[src/rtl/imc22_npu_tile_seq.sv]
// Job-level tile sequencer for the IMC-22 16-lane NPU dot-product engine.
// Programs weight/input bases per tile, starts the NPU and accumulates results.
module imc22_npu_tile_seq #(
    parameter int          TIMEOUT    = 1024,
    parameter int          W_STRIDE   = 1,
    parameter int          I_STRIDE   = 1,
    parameter logic [7:0]  ADDR_WBASE = 8'h04,
    parameter logic [7:0]  ADDR_IBASE = 8'h08
) (
    input  logic        clk,
    input  logic        rst,
    input  logic        job_start,
    input  logic [7:0]  job_tiles,
    input  logic [9:0]  job_wbase,
    input  logic [9:0]  job_ibase,
    input  logic        job_abort,
    output logic        job_busy,
    output logic        job_done,
    output logic        job_err,
    output logic [31:0] job_result,
    output logic [7:0]  tiles_done,
    output logic [7:0]  npu_cfg_addr,
    output logic [31:0] npu_cfg_wdata,
    output logic        npu_cfg_wr,
    output logic        npu_start,
    input  logic        npu_done,
    input  logic [31:0] npu_result
);

    typedef enum logic [2:0] {
        S_IDLE, S_CFG_W, S_CFG_I, S_START, S_WAIT, S_DRAIN, S_DONE
    } state_t;

    localparam int             TW     = $clog2(TIMEOUT + 1);
    // Leaving when the timer would next read TIMEOUT-1.
    localparam logic [TW-1:0]  T_LAST = TW'(TIMEOUT - 2);
    localparam logic [9:0]     WS     = 10'(W_STRIDE);
    localparam logic [9:0]     IS     = 10'(I_STRIDE);

    state_t        state, state_nx;
    logic [7:0]    ntiles;
    logic [9:0]    wptr, iptr;
    logic [TW-1:0] timer;
    logic [31:0]   acc;
    logic          err;
    logic          last_tile, tmo;

    assign last_tile  = (tiles_done + 8'd1) == ntiles;
    assign tmo        = timer == T_LAST;
    assign job_result = acc;

    always_ff @(posedge clk or posedge rst) begin
        if (rst) state <= S_IDLE;
        else     state <= state_nx;
    end

    always_comb begin
        state_nx = state;
        unique case (state)
            S_IDLE:  if (job_start) state_nx = (job_tiles == 8'd0) ? S_DONE : S_CFG_W;
            S_CFG_W: state_nx = job_abort ? S_DONE : S_CFG_I;
            S_CFG_I: state_nx = job_abort ? S_DONE : S_START;
            S_START: state_nx = job_abort ? S_DONE : S_WAIT;
            S_WAIT: begin
                // An NPU that already finished need not be drained.
                if (job_abort)     state_nx = npu_done ? S_DONE : S_DRAIN;
                else if (npu_done) state_nx = last_tile ? S_DONE : S_CFG_W;
                else if (tmo)      state_nx = S_DONE;
            end
            S_DRAIN: if (npu_done || tmo) state_nx = S_DONE;
            S_DONE:  state_nx = S_IDLE;
            default: state_nx = S_IDLE;
        endcase
    end

    always_comb begin
        npu_cfg_wr    = 1'b0;
        npu_cfg_addr  = 8'h00;
        npu_cfg_wdata = 32'h0;
        npu_start     = 1'b0;
        job_done      = 1'b0;
        job_err       = 1'b0;
        job_busy      = (state != S_IDLE) && (state != S_DONE);
        unique case (state)
            S_CFG_W: begin
                npu_cfg_wr    = !job_abort;
                npu_cfg_addr  = ADDR_WBASE;
                npu_cfg_wdata = {22'b0, wptr};
            end
            S_CFG_I: begin
                npu_cfg_wr    = !job_abort;
                npu_cfg_addr  = ADDR_IBASE;
                npu_cfg_wdata = {22'b0, iptr};
            end
            S_START: npu_start = !job_abort;
            S_DONE: begin
                job_done = 1'b1;
                job_err  = err;
            end
            default: ;
        endcase
    end

    always_ff @(posedge clk or posedge rst) begin
        if (rst) begin
            ntiles     <= 8'd0;
            wptr       <= 10'd0;
            iptr       <= 10'd0;
            timer      <= '0;
            acc        <= 32'd0;
            tiles_done <= 8'd0;
            err        <= 1'b0;
        end else begin
            unique case (state)
                S_IDLE: if (job_start) begin
                    ntiles     <= job_tiles;
                    wptr       <= job_wbase;
                    iptr       <= job_ibase;
                    timer      <= '0;
                    acc        <= 32'd0;
                    tiles_done <= 8'd0;
                    err        <= 1'b0;
                end
                S_CFG_W, S_CFG_I: if (job_abort) err <= 1'b1;
                S_START: begin
                    timer <= '0;
                    if (job_abort) err <= 1'b1;
                end
                S_WAIT: begin
                    timer <= timer + 1'b1;
                    if (job_abort) begin
                        err <= 1'b1;
                    end else if (npu_done) begin
                        acc        <= acc + npu_result;
                        tiles_done <= tiles_done + 8'd1;
                        if (!last_tile) begin
                            wptr <= wptr + WS;
                            iptr <= iptr + IS;
                        end
                    end else if (tmo) begin
                        err <= 1'b1;
                    end
                end
                S_DRAIN: timer <= timer + 1'b1;
                default: ;
            endcase
        end
    end

endmodule

[config.mk]
export PLATFORM = sky130hd
export DESIGN_NAME = imc22_npu_tile_seq
export DESIGN_NICKNAME = d
export VERILOG_FILES = /design/src/rtl/imc22_npu_tile_seq.sv
export SDC_FILE = /design/constraint.sdc
export NUM_CORES = 1
export LEC_CHECK = 0
export BUFFER_PORTS_ARGS = -buffer_cell sky130_fd_sc_hd__buf_4
export CAP_MARGIN = 20
export CORE_MARGIN = 5
export CORE_UTILIZATION = 45
export DETAILED_ROUTE_END_ITERATION = 10
export PLACE_DENSITY = 0.75
export SYNTH_ARGS = -nofsm -noshare
export SYNTH_HDL_FRONTEND = slang
export SYNTH_SLANG_ARGS = --single-unit
export TNS_END_PERCENT = 30
[constraint.sdc]
create_clock -name clk -period 8.28 [get_ports clk]
set_input_delay 1.242 -clock clk [delete_from_list [all_inputs] [get_ports clk]]
set_output_delay 1.242 -clock clk [all_outputs]
set_load 0.05 [all_outputs]
==> impl_results.md, run 1 <==
* Worst EP arrival at 2.42 ns
* Final Critical Period at 3.66 ns
* GPL Wtd Cong at 0.848
* DP Wirelength at 10900 um
* Cell mode on critical path: nor2b_1
* Number of global-route vias before repair at 5085
* Finish-stage setup viols at 0
* Setup TNS at 0 ns
* Crit-path max FO at 18
* GRT overflow at 0
* RSZ-0062 raised after global routing: no
* PortBufs at 121
* Ranking of synthesized cells by area: dfrtp_1 35%, o21ai_0 7.7%, ha_1 7.6%
* Flops & latches, synth at 83
* Initial DRC count at 322
* Startpoint Class: flip-flop
* Post-route ant nets at 0
* Routed len/inst at 15.3 um
* Crit path from: state[1]
* Fin area at 0.00716 mm2
* Worst hold path type: flip-flop to flip-flop
* Lkg Pwr at 3.35 nW
* Routed vias at 5393
* Hold_buf cts at 0
* Worst-Margin Slew at 1.01 ns
* CTS Sinks at 83
* FFs w/ async S/R, synth at 100%
* Worst Setup Path Type: flip-flop to output pin
* Buf+Inv Stages, Crit Path at 1
* Die Span X at 125 um
* Worst slack at placement at 4.38 ns
* Max Fclk at 0.273 GHz
* Number of core rows at 42
* Syn. warnings at 0
* Fin crit share at 44.2%
* Clock Tree Buf Depth at 2
* Clock Pin Slew Worst Setup and Hold Paths at 0.06 ns
* Area delta synth->final at 20.4%
* Status: completed
* Root Buffer: clkbuf_16
* PwrDens at 359 mW/mm2
* Largest net degree at the start of global routing at 64
* Req. time, crit path at 7.04 ns
* Drt drc at 0
* WP depth at 4
* Fillers at 1236
* Seq. cell area at 0.00208 mm2
* CP Capture Type: output pin
* Critical path endpoint: npu_cfg_wdata[6]
* Synth Instances at 694
* Drt via density at 5.51
* Total of max-cap violations at 0
* Post-synth EDFFs at 0
* Initial Utilization at 45.4%
* Final Max Tran Viols at 0
* Hold path cells at 1
* Worst r2r src: state[2]
* Clock Latency Late Sink at 0.34 ns
* First-pass GRT wire length at 24800 um
* CP max stage delay at 0.67 ns
* Core box area at 0.0131 mm2
* Share of the synthesized area in the top cell type at 34.9%
* PnR worst setup slack at 4.62 ns
* Post-layout util at 54.7%
* TritonCTS clock tree: done
* Top delay family on crit path: simple AND/OR/NAND/NOR gates
* WL final at 15000 um
* Crit-path cells: nor2b_1 > nor2b_1 > a22o_1 > buf_4
* PostCTS Resize Cnt at 0
* Worst vdd ir at 0.000215 V
* Worst Skew at 0.00823 ns
* Syn_area_per_cell at 8.57 um2
* CTS Buf Count at 9
* Fin. Hold Viols at 0
* GRT Total Usage at 18.9%
* # IOs at 150
* Die area at 0.0156 mm2
* Primary FF master, synth: dfrtp_1
* Detailed Routing Iterations Pass 1 at 5
* Slowest-stage cell, CP: nor2b_1
* Layout cells sized above 1 at 19.8%
* Die Height at 125 um
* Worst slew margin at 32.2%
* Unique masters post-synth at 63
* Sequential area share after synthesis at 34.9%
* Area after DPL at 0.00688 mm2
* Postcts setup bufs at 0
* Reg-to-reg slack, setup at 5.24 ns
* Fin nets at 900
* Register-to-Register Path Depth at 5
* R2R Path End: job_result[28]
* CTS HTree Levels at 3
* Synth area leader: dfrtp_1
* Initial antenna violation count at 0
* Post-synthesis cell area at 0.00595 mm2
* Area of the multi-input gates at 0.00359 mm2
* Antenna diodes at 0
==> layout by cell type (no fill, tap or decap), types with 5 or more instances in the layout <==
master / count
a211oi_1: 5
a21o_1: 16
a21oi_1: 49
a22o_1: 14
a2bb2oi_1: 6
a31oi_1: 10
and3_1: 12
buf_4: 126
clkbuf_16: 9
conb_1: 28
dfrtp_1: 83
ha_1: 36
inv_1: 12
mux2_2: 9
nand2_1: 75
nand2b_1: 9
nand3_1: 25
nor2_1: 43
nor2b_1: 7
nor3_1: 14
nor3b_1: 6
o211ai_1: 7
o21a_1: 5
o21ai_0: 91
xnor2_1: 24
xor2_1: 17
==> power breakdown <==
| group | total, mW | leakage [nW] | internal, mW | switching (mW) |
|---|---|---|---|---|
| sequential | 0.709 | 1.07 | 0.546 | 0.163 |
| combinational | 1.47 | 2.14 | 0.537 | 0.936 |
| clock | 0.391 | 0.136 | 0.231 | 0.159 |
==> sequential cells by signal, indices dropped and copies added, names as in the netlist <==
signal / count
iptr: 10
wptr: 10
ntiles: 8
timer: 11
job_result: 32
state: 3
err: 1
tiles_done: 8
==> worst register-to-register path: cells and delay by family, from the launching register on <==
family	cells	cell delay, ns
flip-flops	1	0.73
AO/OA/AOI/OAI	2	0.38
AND/OR/NAND/NOR	3	1.87
==> routing by layer <==
layer / global-route usage [%] / vias to the layer above / routed length (um)
met5: 0 / - / 0
met4: 5.93 / 0 / 194
met3: 3.84 / 15 / 807
met2: 30.4 / 153 / 6980
met1: 25.9 / 2558 / 7010
li1: - / 2667 / -
==> Yosys cell counts, types with 7 or more instances <==
cell type and number:
buf_4 28, nor2_1 43, and3_1 12, inv_1 13, ha_1 36, dfrtp_1 83
a31oi_1 10, nor3_1 14, o21ai_0 91, a22o_1 14, mux2_2 9, nor2b_1 7
nand2_1 75, clkbuf_1 30, a21o_1 16, nand3_1 25, xor2_1 17, xnor2_1 24
nand2b_1 9, a21oi_1 49, o211ai_1 7
==> cell type report <==
type                    count  share of cell area [%]
clock buffers              12                    3.30
clock inverters             3                   0.559
inverters                  13                   0.699
multi-input cells         565                    50.1
flip-flops and latches     83                    29.0
well taps                 176                    3.08
repair buffers            126                    13.2
==> worst min path at each step <==
| stage | from | end | slack [ns] |
|---|---|---|---|
| after CTS | timer[4] | timer[4] | 0.52 |
| after global placement | job_result[8] | job_result[8] | 0.50 |
| after detailed placement | job_result[3] | job_result[3] | 0.51 |
| after global routing | ntiles[4] | ntiles[4] | 0.54 |
| after floorplan | timer[4] | timer[4] | 0.46 |
| final | timer[4] | timer[4] | 0.51 |
==> kinds of logic (layout without fill, tap and decap cells) <==
family / count (synthesis) / in the layout / share of synthesized area [%]
AO/OA/AOI/OAI: 236 / 236 / 25.7
AND/OR/NAND/NOR: 212 / 212 / 16.9
flip-flops: 83 / 83 / 34.9
buffers and inverters: 73 / 154 / 6.38
XOR/XNOR: 41 / 41 / 6.04
adder cells (fa/ha/maj): 37 / 37 / 7.91
multiplexers: 11 / 11 / 2.04
other: 1 / 28 / 0.0631
==> stage by stage <==
stage	total power, mW	std cells	hold WS (ns)
floorplan	1.83	721	0.465
global placement	2.17	963	0.499
detailed placement	2.18	963	0.508
CTS	2.59	978	0.519
global route	2.76	978	0.539
finish	2.57	978	0.512
(Power assumes the default switching activity.)
==> run 2, diff against run 1 <==
--- a/config.mk
+++ b/config.mk
@@ -5,12 +5,13 @@
 export SDC_FILE = /design/constraint.sdc
 export NUM_CORES = 1
 export LEC_CHECK = 0
+export ABC_AREA = 1
 export BUFFER_PORTS_ARGS = -buffer_cell sky130_fd_sc_hd__buf_4
 export CAP_MARGIN = 20
 export CORE_MARGIN = 5
 export CORE_UTILIZATION = 45
 export DETAILED_ROUTE_END_ITERATION = 10
-export PLACE_DENSITY = 0.75
+export PLACE_DENSITY = 0.77
 export SYNTH_ARGS = -nofsm -noshare
 export SYNTH_HDL_FRONTEND = slang
 export SYNTH_SLANG_ARGS = --single-unit
==> constraint.sdc (replaced) <==
create_clock -name clk -period 3.09 [get_ports clk]
set_input_delay 0.4635 -clock clk [delete_from_list [all_inputs] [get_ports clk]]
set_output_delay 0.4635 -clock clk [all_outputs]
set_load 0.05 [all_outputs]
==> run 2 against run 1 <==
Utilization fell by 0.074 points. Combinational power increased to 3.4 times the previous value. First-iteration DRC count rose by 31%. Die area rose by 9.1%. Sequential share of layout area decreased by 2.6 points. Non-clock buffer count did not move. Register-to-register slack got worse by 4.7 ns. Sequential power increased to 2.8 times the previous value. Flip-flop and latch count did not move.
==> impl_results.md, run 2 <==
* Initial antenna violation count at 0 (unchanged)
* Initial Utilization at 45.5% (about the same)
* Final Critical Period at 2.63 ns
* Post-route ant nets at 0 (unchanged)
* Largest net degree at the start of global routing at 46 (-28%)
* Setup TNS at 0 ns (unchanged)
* Max Fclk at 0.380 GHz
* Fin. Hold Viols at 0 (unchanged)
* CTS HTree Levels at 3 (unchanged)
* Die Span X at 130 um (+4.4%)
* WL final at 18200 um (+21%)
* Commonest non-fill, non-tap cell in the layout: nand2_1
* Non-filler cells, final at 1270 (+30%)
* Worst EP arrival at 2.17 ns (-0.25 ns)
* Worst vdd ir at 0.000655 V (+200%)
* Clock Tree Buf Depth at 2 (unchanged)
* Worst-Margin Slew at 0.709 ns (-0.305 ns)
* Postcts setup bufs at 0 (unchanged)
* Syn. warnings at 0 (unchanged)
* Placed cells at 1255 (+30%)
* Core box area at 0.0144 mm2 (+9.8%)
* Crit-path cells: nor3_2 > clkinv_1 > o22ai_1 > buf_4
* CP max stage delay at 0.50 ns (-0.17 ns)
* Synth area leader: dfrtp_1
* Clock Pin Slew Worst Setup and Hold Paths at 0.07 ns (about the same)
* Final Max Tran Viols at 0 (unchanged)
* Register-to-Register Path Depth at 7 (+2)
* Synth cell count leaders: 282 x nand2_1, 102 x inv_1, 83 x dfrtp_1
* PostCTS Resize Cnt at 0 (unchanged)
* GPL Wtd Cong at 0.952 (+12%)
* GRT Total Usage at 21.2% (+2.3 points)
* Ranking of synthesized cells by area: dfrtp_1 32%, nand2_1 16%, ha_1 6.9%
* Worst Skew at 0.0110 ns (+0.00279 ns)
* Primary FF master, synth: dfrtp_1
* Drt via density at 5.28 (-4.2%)
* Worst slack at placement at 0.593 ns (-3.79 ns)
* Finish-stage setup viols at 0 (unchanged)
* Area delta synth->final at 20.2%
* Die Height at 130 um (+4.4%)
* Worst hold margin at 0.211 ns (-0.301 ns)
* Syn_area_per_cell at 6.78 um2 (-21%)
* R2R Path End: wptr[6]
* CTS Sinks at 83 (unchanged)
* Worst Setup Path Type: flip-flop to output pin
* Status: completed
* PwrDens at 1040 mW/mm2 (+190%)
* Routed len/inst at 14.3 um (-6.6%)
* Post-synth EDFFs at 0 (unchanged)
* Share of the synthesized area in the top cell type at 31.8% (-3.1 points)
* Fin area at 0.00785 mm2 (+9.7%)
* Worst hold path type: primary input to async pin
* Max reg flops at 32 (unchanged)
* Worst slew margin at 52.7% (+21 points)
* Number of core rows at 44 (+4.8%)
* CTS Buf Count at 9 (unchanged)
* GRT overflow at 0 (unchanged)
* RSZ-0062 raised after global routing: no
* Hold_buf cts at 0 (unchanged)
* Clock Latency Late Sink at 0.35 ns (about the same)
* Post-layout util at 54.6% (-0.074 points)
* PnR worst setup slack at 0.461 ns (-4.16 ns)
* Fin crit share at 85.1%
* CP Capture Type: output pin
* DP Wirelength at 14100 um (+29%)
* Drt drc at 0 (unchanged)
* Initial DRC count at 423 (+31%)
* Synth Instances at 963 (+39%)
* Layout cells sized above 1 at 15.8% (-4.0 points)
* # IOs at 150 (unchanged)
* Unique masters post-synth at 45 (-29%)
* Root Buffer: clkbuf_16
* Fin nets at 1184 (+32%)
* Sequential area share after synthesis at 31.8% (-3.1 points)
* Number of global-route vias before repair at 6412 (+26%)
* Startpoint Class: flip-flop
* PortBufs at 121 (unchanged)
* Post-synthesis cell area at 0.00653 mm2 (+9.9%)
* Routed vias at 6710 (+24%)
* Area after DPL at 0.00753 mm2 (+9.4%)
* Antenna diodes at 0 (unchanged)
* Die area at 0.0170 mm2 (+9.1%)
* Req. time, crit path at 2.63 ns (-4.41 ns)
* FFs w/ async S/R, synth at 100% (unchanged)
* Lkg Pwr at 4.06 nW (+21%)
* Total of max-cap violations at 0 (unchanged)
* Top-count cell post-synth: nand2_1
* First-pass GRT wire length at 29500 um (+19%)
* TritonCTS clock tree: done
* Flops & latches, synth at 83 (unchanged)
* Most frequent cells in the layout: 282 x nand2_1, 125 x buf_4, 101 x inv_1, 83 x dfrtp_1, 82 x nor2_1
* Reg-to-reg slack, setup at 0.56 ns (-4.68 ns)
* Detailed Routing Iterations Pass 1 at 7 (+2)
* Worst r2r src: state[2]
* Crit-path max FO at 10 (-8)
* Total power draw at 8.20 mW (+220%)
* Slowest-stage cell, CP: dfrtp_1
## run 2: kinds of logic (layout without fill, tap and decap cells)
| logic type | after synthesis | after routing | synth area share, % |
|---|---|---|---|
| other | 1 | 28 | 0.0574 |
| adders and majority gates | 37 | 37 | 7.20 |
| AOI/OAI and AO/OA | 188 | 188 | 16.5 |
| buffers and inverters | 155 | 251 | 10.9 |
| and+or+nand+nor | 482 | 482 | 31.2 |
| DFF | 83 | 83 | 31.8 |
| xor gates and xnor gates | 17 | 17 | 2.28 |
## run 2: final cells by class
cell class	count	area, um2
clock buffers	10	239
well taps	184	230
multi-input cells	752	3850
clock inverters	5	85.1
fillers	1390	6520
repair buffers	126	958
flip-flops and latches	83	2080
inverters	110	414
## run 2: power breakdown
group | switching, mW | total [mW] | internal (mW) | leakage [nW]
combinational | 3.49 | 5.03 | 1.54 | 2.81
clock | 0.482 | 1.21 | 0.732 | 0.156
sequential | 0.429 | 1.95 | 1.52 | 1.09
total | 4.40 | 8.20 | 3.80 | 4.06
## run 2: worst max path at each step
stage,from,end,slack [ns]
after floorplan,state[0],npu_cfg_wdata[0],-0.02
after global placement,npu_result[2],job_result[25],0.71
after detailed placement,state[2],wptr[6],0.59
after CTS,state[2],npu_cfg_wdata[5],0.47
after global routing,state[2],wptr[6],0.32
final,state[2],npu_cfg_wdata[5],0.46
## run 2: routing by layer
layer / track usage [%] / share of wire [%] / vias to the layer above / wire length (um)
met5: 0 / 0 / - / 0
met4: 7.74 / 2.1 / 0 / 375
met3: 3.17 / 6.9 / 32 / 1260
met2: 36.0 / 48 / 227 / 8710
met1: 27.5 / 43 / 3089 / 7830
li1: - / - / 3362 / -
## run 2: worst max-delay path, delay by kind of cell, from the launching register on
kind | cells | cell delay (ns)
flip-flops | 1 | 0.50
AND/OR/NAND/NOR | 1 | 0.40
AO/OA/AOI/OAI | 1 | 0.31
buffers and inverters | 2 | 0.61
==> run 3, diff against run 2 <==
--- a/config.mk
+++ b/config.mk
@@ -8,7 +8,6 @@
 export ABC_AREA = 1
 export BUFFER_PORTS_ARGS = -buffer_cell sky130_fd_sc_hd__buf_4
 export CAP_MARGIN = 20
-export CORE_MARGIN = 5
 export CORE_UTILIZATION = 45
 export DETAILED_ROUTE_END_ITERATION = 10
 export PLACE_DENSITY = 0.77
==> run 3 against run 2 <==
Global-route usage is 3.1 points higher. Setup slack worse by 0.037 ns. Utilization is 1.3 points higher. Die area is 12% lower. Via count is 1.1% lower. Non-clock buffer count stayed put. Final area hardly changed. Largest cell class unchanged. Highest routed layer unchanged.
==> impl_results.md, run 3 (synthesized netlist as in run 2, its figures left out) <==
* Status: completed
* TritonCTS clock tree: done
* CTS Buf Count at 9 (unchanged)
* Seq. cell area at 0.00208 mm2 (unchanged)
* Max reg flops at 32 (unchanged)
* Clock Latency Late Sink at 0.35 ns (about the same)
* R2R Path End: job_result[7]
* Startpoint Class: flip-flop
* Final Critical Period at 2.67 ns (+0.0366 ns)
* Worst Skew at 0.0120 ns (+0.000990 ns)
* Clock Tree Buf Depth at 2 (unchanged)
* Die Span X at 122 um (-6.1%)
* Worst slack at placement at 0.654 ns (+0.0607 ns)
* Worst slew margin at 53.4% (+0.66 points)
* Largest net degree at the start of global routing at 46 (unchanged)
* RSZ-0062 raised after global routing: no
* Root Buffer: clkbuf_16
* Crit-path max FO at 10 (unchanged)
* Layout cells sized above 1 at 15.9% (+0.077 points)
* Area of the multi-input gates at 0.00385 mm2 (unchanged)
* Post-layout util at 56.0% (+1.3 points)
* Worst EP arrival at 2.20 ns (+0.03 ns)
* Lkg Pwr at 4.06 nW (+0.14%)
* Non-filler cells, final at 1267 (-0.24%)
* Critical path endpoint: npu_cfg_wdata[2]
* CTS HTree Levels at 3 (unchanged)
* Antenna diodes at 0 (unchanged)
* Setup TNS at 0 ns (unchanged)
* CP Capture Type: output pin
* PortBufs at 121 (unchanged)
* PostCTS Resize Cnt at 0 (unchanged)
* Worst Setup Path Type: flip-flop to output pin
* Crit path from: state[2]
* CP max stage delay at 0.51 ns (about the same)
* Fillers at 1321 (-5.0%)
* Worst vdd ir at 0.000664 V (+1.4%)
* Req. time, crit path at 2.63 ns (about the same)
* Reg-to-reg slack, setup at 0.61 ns (+0.05 ns)
* Fin. Hold Viols at 0 (unchanged)
* Clock Pin Slew Worst Setup and Hold Paths at 0.07 ns (about the same)
* Initial antenna violation count at 0 (unchanged)
* Postcts setup bufs at 0 (unchanged)
* Fin nets at 1184 (unchanged)
* Fin crit share at 86.3% (+1.2 points)
* Worst r2r src: state[1]
* Die area at 0.0150 mm2 (-12%)
* Max Fclk at 0.375 GHz (-1.4%)
* Commonest non-fill, non-tap cell in the layout: nand2_1
* Area delta synth->final at 20.3% (about the same)
* CTS Sinks at 83 (unchanged)
* Register-to-Register Path Depth at 11 (+4)
* PwrDens at 1040 mW/mm2 (-0.12%)
* Routed len/inst at 13.7 um (-4.2%)
* Die Height at 122 um (-6.1%)
* # IOs at 150 (unchanged)
* Initial Utilization at 46.5% (+1.1 points)
* Drt via density at 5.24 (-0.87%)
* Crit-path cells: nor3_2 > clkinv_1 > o22ai_1 > buf_4
* Placed cells at 1251 (-0.32%)
* Post-route ant nets at 0 (unchanged)
* Core box area at 0.0140 mm2 (-2.3%)
* Worst hold path type: primary input to async pin
* GRT overflow at 0 (unchanged)
* Finish-stage setup viols at 0 (unchanged)
* GRT Total Usage at 24.3% (+3.1 points)
* Initial DRC count at 466 (+10%)
* Drt drc at 0 (unchanged)
* First-pass GRT wire length at 28800 um (-2.4%)
* Total of max-cap violations at 0 (unchanged)
* Number of core rows at 43 (-2.3%)
* GPL Wtd Cong at 0.934 (-1.8%)
* Hold_buf cts at 0 (unchanged)
* DP Wirelength at 13300 um (-5.2%)
* Detailed Routing Iterations Pass 1 at 5 (-2)
* Routed vias at 6636 (-1.1%)
* Worst-Margin Slew at 0.699 ns (-0.00993 ns)
* Number of global-route vias before repair at 6150 (-4.1%)
* WL final at 17400 um (-4.4%)
* PnR worst setup slack at 0.424 ns (-0.0366 ns)
* Final Max Tran Viols at 0 (unchanged)
* Most frequent cells in the layout: 282 x nand2_1, 125 x buf_4, 101 x inv_1, 83 x dfrtp_1, 82 x nor2_1
* Slowest-stage cell, CP: dfrtp_1
* Worst hold margin at 0.207 ns (-0.00428 ns)
[run 3: worst min-delay path by stage]
stage / to / slack (ns) / from / cells past startpoint
global placement: iptr[8] / 0.47 / iptr[8] / 2
finish: iptr[0] / 0.21 / rst / 2
detailed placement: ntiles[1] / 0.48 / ntiles[1] / 2
floorplan: iptr[8] / 0.45 / iptr[8] / 2
CTS: iptr[1] / 0.22 / rst / 2
global route: wptr[0] / 0.28 / rst / 2
[run 3: worst max-delay path, delay by kind of cell (launching register included)]
kind            cells  cell delay [ns]
buf+inv             2             0.63
flops               1             0.51
compound gates      1             0.32
simple gates        1             0.40
[run 3: power by group]
part	switching, mW	leakage (nW)	total, mW	internal (mW)
Clock	0.488	0.161	1.23	0.741
Combinational	3.47	2.81	5.01	1.54
Sequential	0.431	1.09	1.95	1.52
Total	4.39	4.06	8.19	3.80
[run 3: final cells by class]
cell class | count | share of cell area (%)
Tap cell | 180 | 2.87
Clock buffer | 10 | 3.04
Clock inverter | 6 | 1.23
Inverter | 110 | 5.27
Multi-Input combinational cell | 752 | 49.0
Sequential cell | 83 | 26.4
Timing Repair Buffer | 126 | 12.2
[run 3: metal layers]
metal	routed length, um	vias up	share of wire [%]	track usage [%]
met5	0	-	0	0
met4	321	0	1.8	7.32
met3	1090	27	6.3	4.55
met2	8150	243	47	40.3
met1	7810	3004	45	32.0
li1	-	3362	-	-
[run 3: stage by stage]
stage	cell area, um2	power [mW]
after floorplan	6640	5.65
after global placement	7520	6.86
after CTS	7860	8.19
final	7860	8.19
after detailed placement	7520	6.94
after global routing	7860	8.83
